<file path="src/rtl/rs232_pkg.sv">
// Constants, limit helpers and receiver state encoding shared by the RS232 receiver and transmitter.
package rs232_pkg;
    localparam int BAUD_FAST = 115200;
    localparam int BAUD_SLOW = 19200;
    localparam int DATA_W    = 8;
    localparam int TICK_W    = 12;

    typedef enum logic [1:0] {
        ST_IDLE,
        ST_START,
        ST_DATA,
        ST_STOP
    } rx_state_t;

    // Bit time in clock cycles, integer-divided and truncated to the tick counter width.
    function automatic logic [TICK_W-1:0] limit_fast(input int clock_freq);
        int q;
        q = clock_freq / BAUD_FAST;
        return q[TICK_W-1:0];
    endfunction

    function automatic logic [TICK_W-1:0] limit_slow(input int clock_freq);
        int q;
        q = clock_freq / BAUD_SLOW;
        return q[TICK_W-1:0];
    endfunction
endpackage

</file>
<file path="src/rtl/rs232_rx_if.sv">
// Register-bus side of the RS232 receiver: received byte, ready flag and acknowledge.
// The frame_err signal exists only when RS232_RX_ERR_EN is defined.
interface rs232_rx_if;
    import rs232_pkg::*;

    logic              done;
    logic [DATA_W-1:0] data_out;
    logic              rdy;
`ifdef RS232_RX_ERR_EN
    logic              frame_err;

    modport master (output done, input data_out, input rdy, input frame_err);
    modport slave  (input done, output data_out, output rdy, output frame_err);
`else
    modport master (output done, input data_out, input rdy);
    modport slave  (input done, output data_out, output rdy);
`endif
endinterface

</file>
<file path="src/rtl/rs232_sync2.sv">
// Two-flop synchronizer for asynchronous inputs; both flops reset to 1 (idle line level).
module rs232_sync2 (
    input  logic clk,
    input  logic rst,
    input  logic d,
    output logic q
);
    logic meta;

    always_ff @(posedge clk) begin
        if (rst) begin
            meta <= 1'b1;
            q    <= 1'b1;
        end else begin
            meta <= d;
            q    <= meta;
        end
    end
endmodule

</file>
<file path="src/rtl/rs232_rx.sv">
// RS232 receiver, 8N1 at 115200/19200 baud, mid-bit sampling, byte held with rdy until done.
// Define RS232_RX_ERR_EN to check the stop bit and provide a sticky frame_err output.
//
// state    | meaning
// ---------+------------------------------------------------------------
// ST_IDLE  | line idle, waiting for a falling edge on rxs
// ST_START | timing half a bit to confirm the start bit at its centre
// ST_DATA  | sampling 8 data bits, LSB first, one per bit time
// ST_STOP  | sampling the stop bit; with error check, may hold for line high
module rs232_rx
    import rs232_pkg::*;
#(
    parameter int clock_freq = 50000000
) (
    input  logic       clk,
    input  logic       rst,
    input  logic       fsel,
    input  logic       rxd,
    rs232_rx_if.slave  bus
);
    localparam logic [TICK_W-1:0] LIM_FAST = limit_fast(clock_freq);
    localparam logic [TICK_W-1:0] LIM_SLOW = limit_slow(clock_freq);

    rx_state_t         state, state_nxt;
    logic              rxs, rxs_prev;
    logic              fsel_q;
    logic [TICK_W-1:0] tick;
    logic [TICK_W-1:0] limit, half, target;
    logic              tc;
    logic [2:0]        bit_cnt;
    logic [DATA_W-1:0] shreg;
    logic [DATA_W-1:0] data_q;
    logic              rdy_q;
    logic              start_det, shift_en, deliver;

    rs232_sync2 u_sync (
        .clk (clk),
        .rst (rst),
        .d   (rxd),
        .q   (rxs)
    );

    assign limit  = fsel_q ? LIM_SLOW : LIM_FAST;
    assign half   = {1'b0, limit[TICK_W-1:1]};
    assign target = (state == ST_START) ? half : limit;
    // Wrapping one count early gives a period of exactly `target` cycles.
    assign tc     = (tick == target - {{(TICK_W-1){1'b0}}, 1'b1});

`ifdef RS232_RX_ERR_EN
    logic err_q, err_hold, set_err;
`endif

    always_ff @(posedge clk) begin
        if (rst) state <= ST_IDLE;
        else     state <= state_nxt;
    end

    always_comb begin
        state_nxt = state;
        start_det = 1'b0;
        shift_en  = 1'b0;
        deliver   = 1'b0;
`ifdef RS232_RX_ERR_EN
        set_err   = 1'b0;
`endif
        case (state)
            ST_IDLE: begin
                if (rxs_prev && !rxs) begin
                    start_det = 1'b1;
                    state_nxt = ST_START;
                end
            end
            ST_START: begin
                if (tc) state_nxt = rxs ? ST_IDLE : ST_DATA;
            end
            ST_DATA: begin
                if (tc) begin
                    shift_en = 1'b1;
                    if (bit_cnt == 3'd7) state_nxt = ST_STOP;
                end
            end
            ST_STOP: begin
`ifdef RS232_RX_ERR_EN
                // After a bad stop bit, wait out the low line so a break is not seen as a new start.
                if (err_hold) begin
                    if (rxs) state_nxt = ST_IDLE;
                end else if (tc) begin
                    if (rxs) begin
                        deliver   = 1'b1;
                        state_nxt = ST_IDLE;
                    end else begin
                        set_err   = 1'b1;
                    end
                end
`else
                if (tc) begin
                    deliver   = 1'b1;
                    state_nxt = ST_IDLE;
                end
`endif
            end
            default: state_nxt = ST_IDLE;
        endcase
    end

    always_ff @(posedge clk) begin
        if (rst) begin
            rxs_prev <= 1'b1;
            fsel_q   <= 1'b0;
            tick     <= '0;
            bit_cnt  <= '0;
            shreg    <= '0;
            data_q   <= '0;
            rdy_q    <= 1'b0;
        end else begin
            rxs_prev <= rxs;
            if (start_det) fsel_q <= fsel;

            if (state == ST_IDLE || tc) tick <= '0;
            else                        tick <= tick + {{(TICK_W-1){1'b0}}, 1'b1};

            if (state != ST_DATA) bit_cnt <= '0;
            else if (shift_en)    bit_cnt <= bit_cnt + 3'd1;

            if (shift_en) shreg <= {rxs, shreg[DATA_W-1:1]};
            if (deliver)  data_q <= shreg;

            // Delivery wins over an acknowledge landing in the same cycle.
            if (deliver)       rdy_q <= 1'b1;
            else if (bus.done) rdy_q <= 1'b0;
        end
    end

`ifdef RS232_RX_ERR_EN
    always_ff @(posedge clk) begin
        if (rst) begin
            err_q    <= 1'b0;
            err_hold <= 1'b0;
        end else begin
            if (set_err)       err_q <= 1'b1;
            else if (bus.done) err_q <= 1'b0;

            if (set_err)                     err_hold <= 1'b1;
            else if (state_nxt == ST_IDLE)   err_hold <= 1'b0;
        end
    end

    assign bus.frame_err = err_q;
`endif

    assign bus.data_out = data_q;
    assign bus.rdy      = rdy_q;
endmodule

</file>
<file path="src/flat_wrapper.sv">
// flat-port wrapper written by rule: the top's interface ports become plain ports
module rs232_rx_flat import rs232_pkg::*;
#(
    parameter int clock_freq = 50000000
)
  (clk, rst, fsel, rxd, bus_done, bus_data_out, bus_rdy);
  rs232_rx_if bus_i ();
  input  logic clk;
  input  logic rst;
  input  logic fsel;
  input  logic rxd;
  input wire logic [$bits(bus_i.done)-1:0] bus_done;
  output wire logic [$bits(bus_i.data_out)-1:0] bus_data_out;
  output wire logic [$bits(bus_i.rdy)-1:0] bus_rdy;
  assign bus_i.done = bus_done;
  assign bus_data_out = bus_i.data_out;
  assign bus_rdy = bus_i.rdy;
  rs232_rx #(.clock_freq(clock_freq)) u_core (.clk(clk), .rst(rst), .fsel(fsel), .rxd(rxd), .bus(bus_i));
endmodule
</file>
<file path="config.mk">
export PLATFORM = sky130hd
export DESIGN_NAME = rs232_rx_flat
export DESIGN_NICKNAME = d
export VERILOG_FILES = /design/src/rtl/rs232_pkg.sv /design/src/rtl/rs232_rx_if.sv /design/src/rtl/rs232_sync2.sv /design/src/rtl/rs232_rx.sv /design/src/flat_wrapper.sv
export SDC_FILE = /design/constraint.sdc
export NUM_CORES = 1
export LEC_CHECK = 0
export CORE_UTILIZATION = 25
export DETAILED_ROUTE_END_ITERATION = 8
export SYNTH_ARGS = -nofsm -noshare
export SYNTH_HDL_FRONTEND = slang
export SYNTH_SLANG_ARGS = --single-unit
</file>
<file path="constraint.sdc">
create_clock -name clk -period 2.1 [get_ports clk]
set_clock_uncertainty 0.1 [all_clocks]
set_input_delay 0.21 -clock clk [delete_from_list [all_inputs] [get_ports clk]]
set_output_delay 0.21 -clock clk [all_outputs]
set_load 0.005 [all_outputs]
</file>
* Yosys cells after proc, flatten, opt, wreduce, memory -nomap -nowiden
Cells that the tools add are included.
Word-level totals: bits in registers 38, output and inout port bits 9, logic and storage cells 48
Operators by class: add/subtract/negate cells 3, equality and inequality tests 11, mux-type cells 16, reduce and logical (&&, ||, !) cells 8
Operator list (count):
- $mux W12 | 2
- $add A12 B1 Y12 const B | 1
- $eq A12 B12 Y1 | 1
- $mux W2 | 6
- $sub A12 B1 Y12 const B | 1
- $ne A2 B1 Y1 const B | 5
- $pmux W2 S4 | 1
- $mux W1 | 7
- $reduce_and A5 Y1 | 1
- $eq A2 B2 Y1 const B | 2
- $reduce_or A2 Y1 | 2
- $add A3 B1 Y3 const B | 1
- $eq A3 B3 Y1 const B | 1
- $eq A2 B1 Y1 const B | 1
- $logic_not A2 Y1 | 1
- $ne A2 B2 Y1 const B | 1
- $reduce_bool A2 Y1 | 1
- $logic_and A1 B1 Y1 | 1
- $logic_not A1 Y1 | 1
- $logic_or A1 B1 Y1 | 1

* Logic depth before layout (Yosys ltp)
depth in word-level cells 7, mapped depth 10, mapped depth without buffers 7

* Hierarchy
Synthesis repeated with hierarchy kept, for this count alone.
Unflattened totals: cells, all modules 171, area, all modules 1682.9 µm²
Modules (own cells, without submodules):
- rs232_rx | times used 1, cells each 167, area each 1630.3 µm², seq. area each 720.7 µm²
- rs232_sync2 | times used 1, cells each 4, area each 52.6 µm², seq. area each 40.0 µm²

* Worst setup path after synthesis
OpenSTA, ideal clock, no wires.
kind register -> register, start point register with a tool-made name, end point register u_core.tick[11], data arrival time 2.118 ns, path slack -0.181 ns, stages on the path, launching flop included 11, path buffers 3, clock period less this slack 2.281 ns, path through dfxtp_1 -> buf_6 -> nand2b_4 -> ha_1 -> and3b_1 -> o22a_1 -> o2111a_1 -> buf_2 -> or3_1 -> buf_4 -> nor2_1
RTL lines:
- end signal: assignment | line rs232_rx.sv:120 | else tick <= tick + {{(TICK_W-1){1'b0}}, 1'b1};
- end: declaration | line rs232_rx.sv:27 | logic [TICK_W-1:0] tick;

==> impl_metrics.tcl <==
set metrics [dict create \
    outcome "complete, no violations" \
    final-setup-viol-count 0 \
    route.final.wire_length_um 3200 \
    crit_path_max_fanout 8 \
    ctsHtreeMaxLevel 2 \
    route.vias.total 1228 \
    critPathCaptureType "flop" \
    final.hold.worst_slack_ns 0.314 \
    synth_cells 170 \
    path_cells "nand2b_4, ha_4, xnor2_4, nor3_2, o211ai_2, a2111oi_4, buf_12, mux2i_1" \
    synth-xor-area-share 0.0711 \
    mostFrequentLayoutCells "sky130_fd_sc_hd__dfxtp_1, sky130_fd_sc_hd__nand2b_1, sky130_fd_sc_hd__mux2i_1" \
    power_leakage_nw 0.813 \
    hpwlAfterDp_um 2260 \
    syn_area_per_cell_um2 10.1 \
    crit_path_top_delay_cell "sky130_fd_sc_hd__a2111oi_4" \
    met3_usage 0.0282 \
    async_s_r_ff_share_synth 0 \
    synth-edff-count 0 \
    antenna_left 0 \
    drcViolationCount 0 \
    hold_path.class "flop to flop" \
    initial_utilization 0.266 \
    synth_top_family_by_area "simple AND/OR/NAND/NOR gates" \
    dp.cells 266 \
    net_sw_power_uw 288 \
    root_buffer "sky130_fd_sc_hd__clkbuf_8" \
    synth.area.top_cells "sky130_fd_sc_hd__dfxtp_1, sky130_fd_sc_hd__mux2i_1, sky130_fd_sc_hd__nand2b_1" \
    internal_pwr_total_mw 1.11 \
    syn_nets 180 \
    peakVddDrop_mv 0.292 \
    die-area_um2 7240 \
    period_share 0.953 \
    synthesis.area_um2 1730 \
    netlist-cell-type-count 39 \
    design.final.nets 207 \
    gp_congestion 0.752 \
    clk_pin_slew_worst_paths_ns 0.08 \
    final_layout_size_suffix_gt1_frac 0.217 \
    synth_sequential_area_ratio 0.441 \
    p_per_area_nw_per_um2 628 \
    design.portCount 14 \
    slew_at_the_pin_closest_to_its_max_slew_limit_ns 0.578 \
    grt_util_met1 0.124 \
    slew_headroom 0.609 \
    synthMuxAreaShare 0.116 \
    synth-adder-area-share 0.0363 \
    layout.cells.non_filler 275 \
    cp.required_ns 2.22 \
    numPortBuffers 13 \
    clk_latency_ns 0.29 \
    floorplan.rows 29 \
    timing.final.crit_period_ns 2.00 \
    layout_commonest_cell "sky130_fd_sc_hd__dfxtp_1" \
    p_comb_frac 0.041 \
    core_area_um2 6490 \
    worst_slack_ns 0.0991 \
    flow.area_growth_from_synthesis_pct 28.7 \
    critical_path_data_arrival_time_ns 2.12 \
    max_cap_violations 0 \
    grt_pass1_wl_um 5730 \
    drt_pre_antenna_iters 4 \
    synthSimpleGateAreaFrac 0.238 \
    initialDrtViolationCount 49 \
    grt_pass1_vias 1250 \
    clock_buffer_count_from_cts 5 \
    chipWidth_um 85.1 \
    critical_path.max_stage_delay_ns 0.34 \
    clockPowerShare 0.436 \
    grt_most_used_layer "met2" \
    detailedPlace.worstSlack_ns -0.0547 \
    rsz_0062_raised_after_global_routing "yes" \
    postSynthRegisterBits 38 \
    synth_area_leader_cell "sky130_fd_sc_hd__dfxtp_1" \
    startpoint_type "flop" \
    total_track_usage 0.0991 \
    cts_hold_buffers 0 \
    maxSlewViolCount 0 \
    criticalPathCategory "flop to flop" \
    cts_tree "done" \
    synth_top_area_frac 0.441 \
    yosys_most_used_dff "sky130_fd_sc_hd__dfxtp_1" \
    synth_compound_gate_area_share 0.0703 \
    fp.dieH_um 85.1 \
    ctsLongestPathBuffers 2 \
    global_route_track_usage_on_met2 0.158 \
    gr-total-overflow 0 \
    routedWlPerCell_um 11.6 \
    drt-vias-per-instance 4.47 \
    yosysWarnings 0 \
    pin_count_of_the_biggest_net_entering_global_routing 13 \
    insertedDiodeCount 0 \
    grt_antenna_before_repair 0 \
    clock_sinks 38 \
    timing.final.hold_violations 0 \
    seqPwrFrac 0.523 \
    max_freq_ghz 0.500 \
    netSwitchingFraction 0.207 \
]
## kinds of logic after synthesis
group,Yosys count
buffers and inverters,9
xor gates and xnor gates,14
AOI/OAI and AO/OA,12
and+or+nand+nor,72
adders and majority gates,5
muxes,20
DFF,38
## metrics by stage
step | area (um2) | utilization | power (mW) | TNS (ns)
global route | 2220 | 0.342 | 1.46 | -0.0860
floorplan | 1760 | - | 0.778 | -0.944
global placement | 2050 | 0.316 | 0.799 | 0
CTS | 2170 | 0.333 | 1.41 | 0
finish | 2220 | 0.342 | 1.40 | 0
detailed placement | 2050 | 0.316 | 0.799 | -0.0951
## worst max-delay path, delay by kind of cell (launching register included)
kind / cells / cell delay [ns]
AND/OR/NAND/NOR: 2 / 0.35
buffers and inverters: 1 / 0.18
adder cells (fa/ha/maj): 1 / 0.18
XOR/XNOR: 1 / 0.13
flip-flops: 1 / 0.33
AO/OA/AOI/OAI: 2 / 0.47
multiplexers: 1 / 0.18
## worst paths after layout
check | depth (start not counted) | slack, ns | to | start
worst max-delay path | 8 | 0.1 | u_core.bus.data_out[6] | flop
worst min-delay path | 1 | 0.31 | u_core.u_sync.q | u_core.u_sync.meta
worst max register to register | 8 | 0.1 | u_core.bus.data_out[6] | flop
worst min register to register | 1 | 0.31 | u_core.u_sync.q | u_core.u_sync.meta
## registers in the layout, indices dropped and copies added (netlist names), named ones only
name,flops
u_core.state,1
u_core.fsel_q,1
u_core.bit_cnt,3
u_core.bus.rdy,1
u_core.u_sync.meta,1
u_core.rxs_prev,1
u_core.tick,12
u_core.shreg,8
u_core.u_sync.q,1
u_core.bus.data_out,8
## routing by layer
metal / wire, um / up-vias
met5: 0 / -
met4: 58 / 0
met3: 115 / 7
met2: 1480 / 20
met1: 1550 / 566
li1: - / 635
## final cells by class
cell class	count	area (um2)
clock buffers	5	68.8
clock inverters	3	40.0
fillers	658	4270
inverters	2	7.51
multi-input cells	123	980
flip-flops and latches	38	764
well taps	77	96.3
repair buffers	27	264
## what timing repair did
item	in CTS	in global routing
pin swaps	1	2
setup buffers	0	1
setup endpoints to repair	5	34
gates resized for setup	2	10
## synth_stat cells (3+ instances only)
master / instances
sky130_fd_sc_hd__dfxtp_1: 38
sky130_fd_sc_hd__mux2i_1: 20
sky130_fd_sc_hd__nand2b_1: 20
sky130_fd_sc_hd__nor2_1: 17
sky130_fd_sc_hd__xnor2_1: 7
sky130_fd_sc_hd__xor2_1: 7
sky130_fd_sc_hd__and3_1: 5
sky130_fd_sc_hd__ha_1: 5
sky130_fd_sc_hd__nand2_1: 5
sky130_fd_sc_hd__nand3_1: 5
sky130_fd_sc_hd__or2_2: 4
sky130_fd_sc_hd__or3_1: 4
sky130_fd_sc_hd__clkbuf_1: 3
## power by group through the flow
| stage | Combinational (mW) | Sequential [mW] | Clock, mW |
|---|---|---|---|
| floorplan | 0.0325 | 0.746 | 0 |
| global placement | 0.0530 | 0.746 | 0 |
| detailed placement | 0.0530 | 0.746 | 0 |
| CTS | 0.0533 | 0.729 | 0.630 |
| global route | 0.0639 | 0.730 | 0.661 |
| finish | 0.0577 | 0.730 | 0.608 |
Note: power is estimated with default switching activity, not from simulation.
==> RTL edit 1: new RTL, same flow settings <==
The package constant `DATA_W` goes from 8 to 6.
--- a/src/rtl/rs232_pkg.sv
+++ b/src/rtl/rs232_pkg.sv
@@ -4,3 +4,3 @@
     localparam int BAUD_SLOW = 19200;
-    localparam int DATA_W    = 8;
+    localparam int DATA_W    = 6;
     localparam int TICK_W    = 12;
Interface: changed (resized bus_data_out); port bits go from 14 to 12. No check against the original RTL was run, so the function may have changed too.
==> RTL edit 1 against the original RTL <==
The flow now finishes with violations (design-rule violations, negative setup slack). Power grew 3.2%. Wire length rose by 1.0%. Synthesized cell count up 1.8%. Setup slack worse by 0.12 ns. Combinational power rose by 11%. Synthesized area is 4.9% lower. Final area decreased by 2.3%. Via count up 3.4%. Sequential cell count shrank 4. Maximum frequency shrank 5.6%. Global-route usage up 0.33 points. Cell count rose by 0.73%.
==> RTL edit 1: results (changes against the original RTL) <==
[synthesis]
yosys-top-cells-area = dfxtp_1, mux2i_1, nor2_1
syn_avg_cell_area_um2 = 9.482  ; -6.6%
ys_top_cells_by_count = dfxtp_1, nor2_1, nand3_1
syn_nets = 183  ; +1.7%

[power]
total_power_uw = 1440  ; +3.2%
peakVddDrop_mv = 0.3026  ; +3.7%
switching_share = 0.1953  ; -0.01140
p_leak_uw = 0.0008030  ; -1.2%
p_clk_uw = 723  ; +19%
seq_power_uw = 653  ; -11%

[placed_design]
gp_congestion = 0.8155  ; +8.5%
portBuffers = 11  ; -2
dp_hpwl_um = 2323  ; +2.9%
dpl_cell_area_um2 = 1951  ; -5.1%
placedCellCount = 268  ; +0.75%

[grt]
grt_pass1_wl_um = 5761  ; +0.59%
grt_max_degree = 18  ; +5
grtUsageTotal = 0.1024  ; +0.003292
overflow = 0  ; unchanged
grt_pass1_vias = 1195  ; -4.4%

[sta]
setup_viol = 5  ; +5
fin_setup_tns_ns = -0.06075  ; -0.06075 ns
relSlewSlack = 0.6464  ; +0.03733
setup_ws_ns = -0.01939  ; -0.1185 ns
hold_slack_ns = 0.3103  ; -0.003394 ns

[run_status]
violations = design-rule violations, negative setup slack
status = complete, but fails checks

[route]
wl_per_cell_um = 11.67  ; +0.27%
drt_iter0_markers = 29  ; -41%
wl_um = 3233  ; +1.0%
route.vias.total = 1270  ; +3.4%
drc_errors = 2  ; +2

[cells_and_area]
nFillCells = 628  ; -4.6%
drive_above_1_share = 0.2700  ; +0.05283
nets = 209  ; +0.97%

[critical_path]
reg2reg_depth = 7  ; -1
critPathSlowestCell = or4_4
cp_max_fo = 7  ; -1
cp_top_family = simple AND/OR/NAND/NOR gates

==> RTL edit 1: final timing paths <==
path,from,endpoint
hold / removal,u_core.u_sync.meta$_SDFF_PP1_,u_core.u_sync.q$_SDFF_PP1_
setup / recovery,u_core.state[0]$_SDFFE_PP0P_,u_core.bus.data_out[3]$_SDFFE_PP0P_
setup reg to reg,u_core.state[0]$_SDFFE_PP0P_,u_core.bus.data_out[3]$_SDFFE_PP0P_
hold reg to reg,u_core.u_sync.meta$_SDFF_PP1_,u_core.u_sync.q$_SDFF_PP1_
==> RTL edit 1: timing repair <==
action                                  in CTS  in global routing
endpoints found under the setup margin      29                 29
gates cloned                                 0                  0
buffers inserted                             1                  0
hold endpoints to repair                     0                  0
gates resized for setup                     14                 10
pin swaps                                   11                 10
==> RTL edit 1: layout make-up <==
cell class | instances | area, um2 | share of cell area
Clock inverter | 3 | 68.82 | 0.03170
Sequential cell | 34 | 681.9 | 0.3141
Multi-Input combinational cell | 129 | 1017 | 0.4686
Clock buffer | 5 | 68.82 | 0.03170
Timing Repair Buffer | 25 | 222.7 | 0.1026
Tap cell | 77 | 96.34 | 0.04438
Inverter | 4 | 15.01 | 0.006916
==> RTL edit 1: routing by layer <==
layer / track usage / up-vias / wire [um]
met2: 0.1490 / 8 / 1398
met5: 0 / - / 0
met3: 0.01789 / 6 / 41
li1: - / 657 / -
met4: 0.05172 / 0 / 70
met1: 0.1445 / 599 / 1723
==> RTL edit 1: logic make-up after synthesis <==
logic type	share of synthesized area
AOI/OAI and AO/OA	0.09230
xor gates and xnor gates	0.06941
buffers and inverters	0.03661
DFF	0.4149
and+or+nand+nor	0.2876
adders and majority gates	0.03814
muxes	0.06102
==> RTL edit 2: new RTL, config.mk and constraints unchanged <==
Made on the original files. Re-encode `rx_state_t` (4 states) as Gray code, 2 bits wide.
--- a/src/rtl/rs232_pkg.sv
+++ b/src/rtl/rs232_pkg.sv
@@ -8,6 +8,6 @@
     typedef enum logic [1:0] {
-        ST_IDLE,
-        ST_START,
-        ST_DATA,
-        ST_STOP
+        ST_IDLE  = 2'b00,
+        ST_START = 2'b01,
+        ST_DATA  = 2'b11,
+        ST_STOP  = 2'b10
     } rx_state_t;
Formal check against the unedited RTL: same outputs for any inputs over 10 cycles, from zero or initial values and one cycle with rst high; not proved beyond that.
==> RTL edit 2 against the original RTL <==
The flow now finishes with violations (design-rule violations). Synthesized area fell by 0.73%. Via count fell by 0.98%. Power increased by 0.71%. Setup slack lost 0.015 ns. Wire length down 3.7%. Clock power grew 2%. Sequential cell count stayed put. Worst hold slack got worse by 0.00079 ns. Maximum frequency decreased by 0.75%. Final area decreased by 2.5%. Die area is 0.70% lower.
==> RTL edit 2: results (changes against the original RTL) <==
[clocking]
clkLatencyLatePin_ns = 0.29  ; about the same
cts_buffer_depth = 2  ; unchanged
cts_made_buffers = 5  ; unchanged

[synthesis]
ys.flop_type = dfxtp_1
ys_seq_area_frac = 0.4441  ; +0.003221
syn_nets = 183  ; +1.7%
synthDistinctLibCells = 36  ; -7.7%
ys_top_cells_by_count = dfxtp_1, nor2_1, mux2i_1, nand2b_1, nand3_1
yosys-top-cells-area = dfxtp_1, mux2i_1, nand2b_1

[grt]
grtUsageTotal = 0.09621  ; -0.002888
grt_util_met1 = 0.1246  ; +0.0006716
grt_antenna_before_repair = 0  ; unchanged
grt_pass1_vias = 1184  ; -5.3%
grt_pass1_wl_um = 5451  ; -4.8%
grt.met3_usage = 0.02852  ; +0.0003051
met2_usage = 0.1419  ; -0.01645
grt_max_degree = 23  ; +10

[sta]
tightestPinTransition_ns = 0.4045  ; -0.1737 ns
final_max_slew_viol_count = 0  ; unchanged

[route]
drt_iter0_markers = 59  ; +20%
wl_per_cell_um = 11.21  ; -3.7%
drc_errors = 1  ; +1
drt_first_pass_iters = 6  ; +2
viasPerCell = 4.422  ; -0.98%

[cells_and_area]
drive_above_1_share = 0.1919  ; -0.02525
regMostFlops = u_core.tick
nets = 207  ; unchanged

[placed_design]
dpl_cell_area_um2 = 2022  ; -1.6%
gp_congestion = 0.7520  ; about the same
dp_slack_ns = 0.02123  ; +0.07593 ns
dp_hpwl_um = 2170  ; -3.9%

[critical_path]
arrival_ns = 2.15  ; +0.03 ns
cp_top_family = simple AND/OR/NAND/NOR gates
cp_max_fo = 7  ; -1
critPathSlowestCell = or4b_4
max_stage_delay_ns = 0.51  ; +0.17 ns

[run_status]
status = complete, but fails checks
violations = design-rule violations

[power]
p_leak_uw = 0.0008158  ; +0.38%
peakVddDrop_mv = 0.1920  ; -34%

RTL edit 2: cell types whose count changed in the layout (fill, tap and decap cells not counted), moves of 2 or more:
cell        before  now
nand2b_1        20   17
nand3_1          5    8
mux2i_1         20   17
a21oi_1          1    4
nor2_1          17   20
clkinv_2         2    0
and3_1           5    3
o21ai_0          0    3
or3_1            3    1
buf_4           11    8
clkinvlp_4       0    2
RTL edit 2: power breakdown:
group / switching (uW) / internal [uW]
Combinational: 24.4 / 30.4
Clock: 268 / 353
Sequential: 3.97 / 725
RTL edit 2: through the flow:
stage	std cells	setup TNS, ns
floorplan	173	-0.008482
global placement	266	0
detailed placement	266	0
CTS	274	0
global route	275	-0.1125
finish	275	0
RTL edit 2: area by class of cell:
cell class,instances,area [um2]
clock buffer,5,68.82
clock inverter,3,45.04
fill,666,4330
inverter,3,11.26
multi-input combinational,125,938.4
sequential,38,763.2
tap,77,96.34
timing repair buffer,24,241.5
RTL edit 2: kinds of logic (layout without fill, tap and decap cells):
logic type      Yosys count  in the layout  share of synthesized area
compound gates           15             15                    0.06136
xor+xnor                 14             14                    0.07159
fa+ha+maj                 5              5                    0.03652
buf+inv                  10             35                    0.03214
flops                    38             38                     0.4441
mux                      18             18                     0.1059
simple gates             73             73                     0.2484
RTL edit 2: timing repair:
item | 4_1_cts | 5_1_grt
hold buffers | 0 | 0
gates resized for setup | 0 | 6
setup buffers | 0 | 1
setup endpoints to repair | 0 | 33
RTL edit 2: worst paths after layout:
check             cells after the start  slack, ns                             end
hold reg to reg                       1       0.31      u_core.u_sync.q$_SDFF_PP1_
setup / recovery                      5       0.08  u_core.bit_cnt[0]$_SDFFE_PP0P_
setup reg to reg                      5       0.08  u_core.bit_cnt[0]$_SDFFE_PP0P_
hold / removal                        1       0.31      u_core.u_sync.q$_SDFF_PP1_
RTL edit 2: metal layers:
metal | wire length [um] | vias to the layer above
met2 | 1310 | 20
met1 | 1583 | 557
li1 | - | 634
met5 | 0 | -
met4 | 72 | 0
met3 | 116 | 5
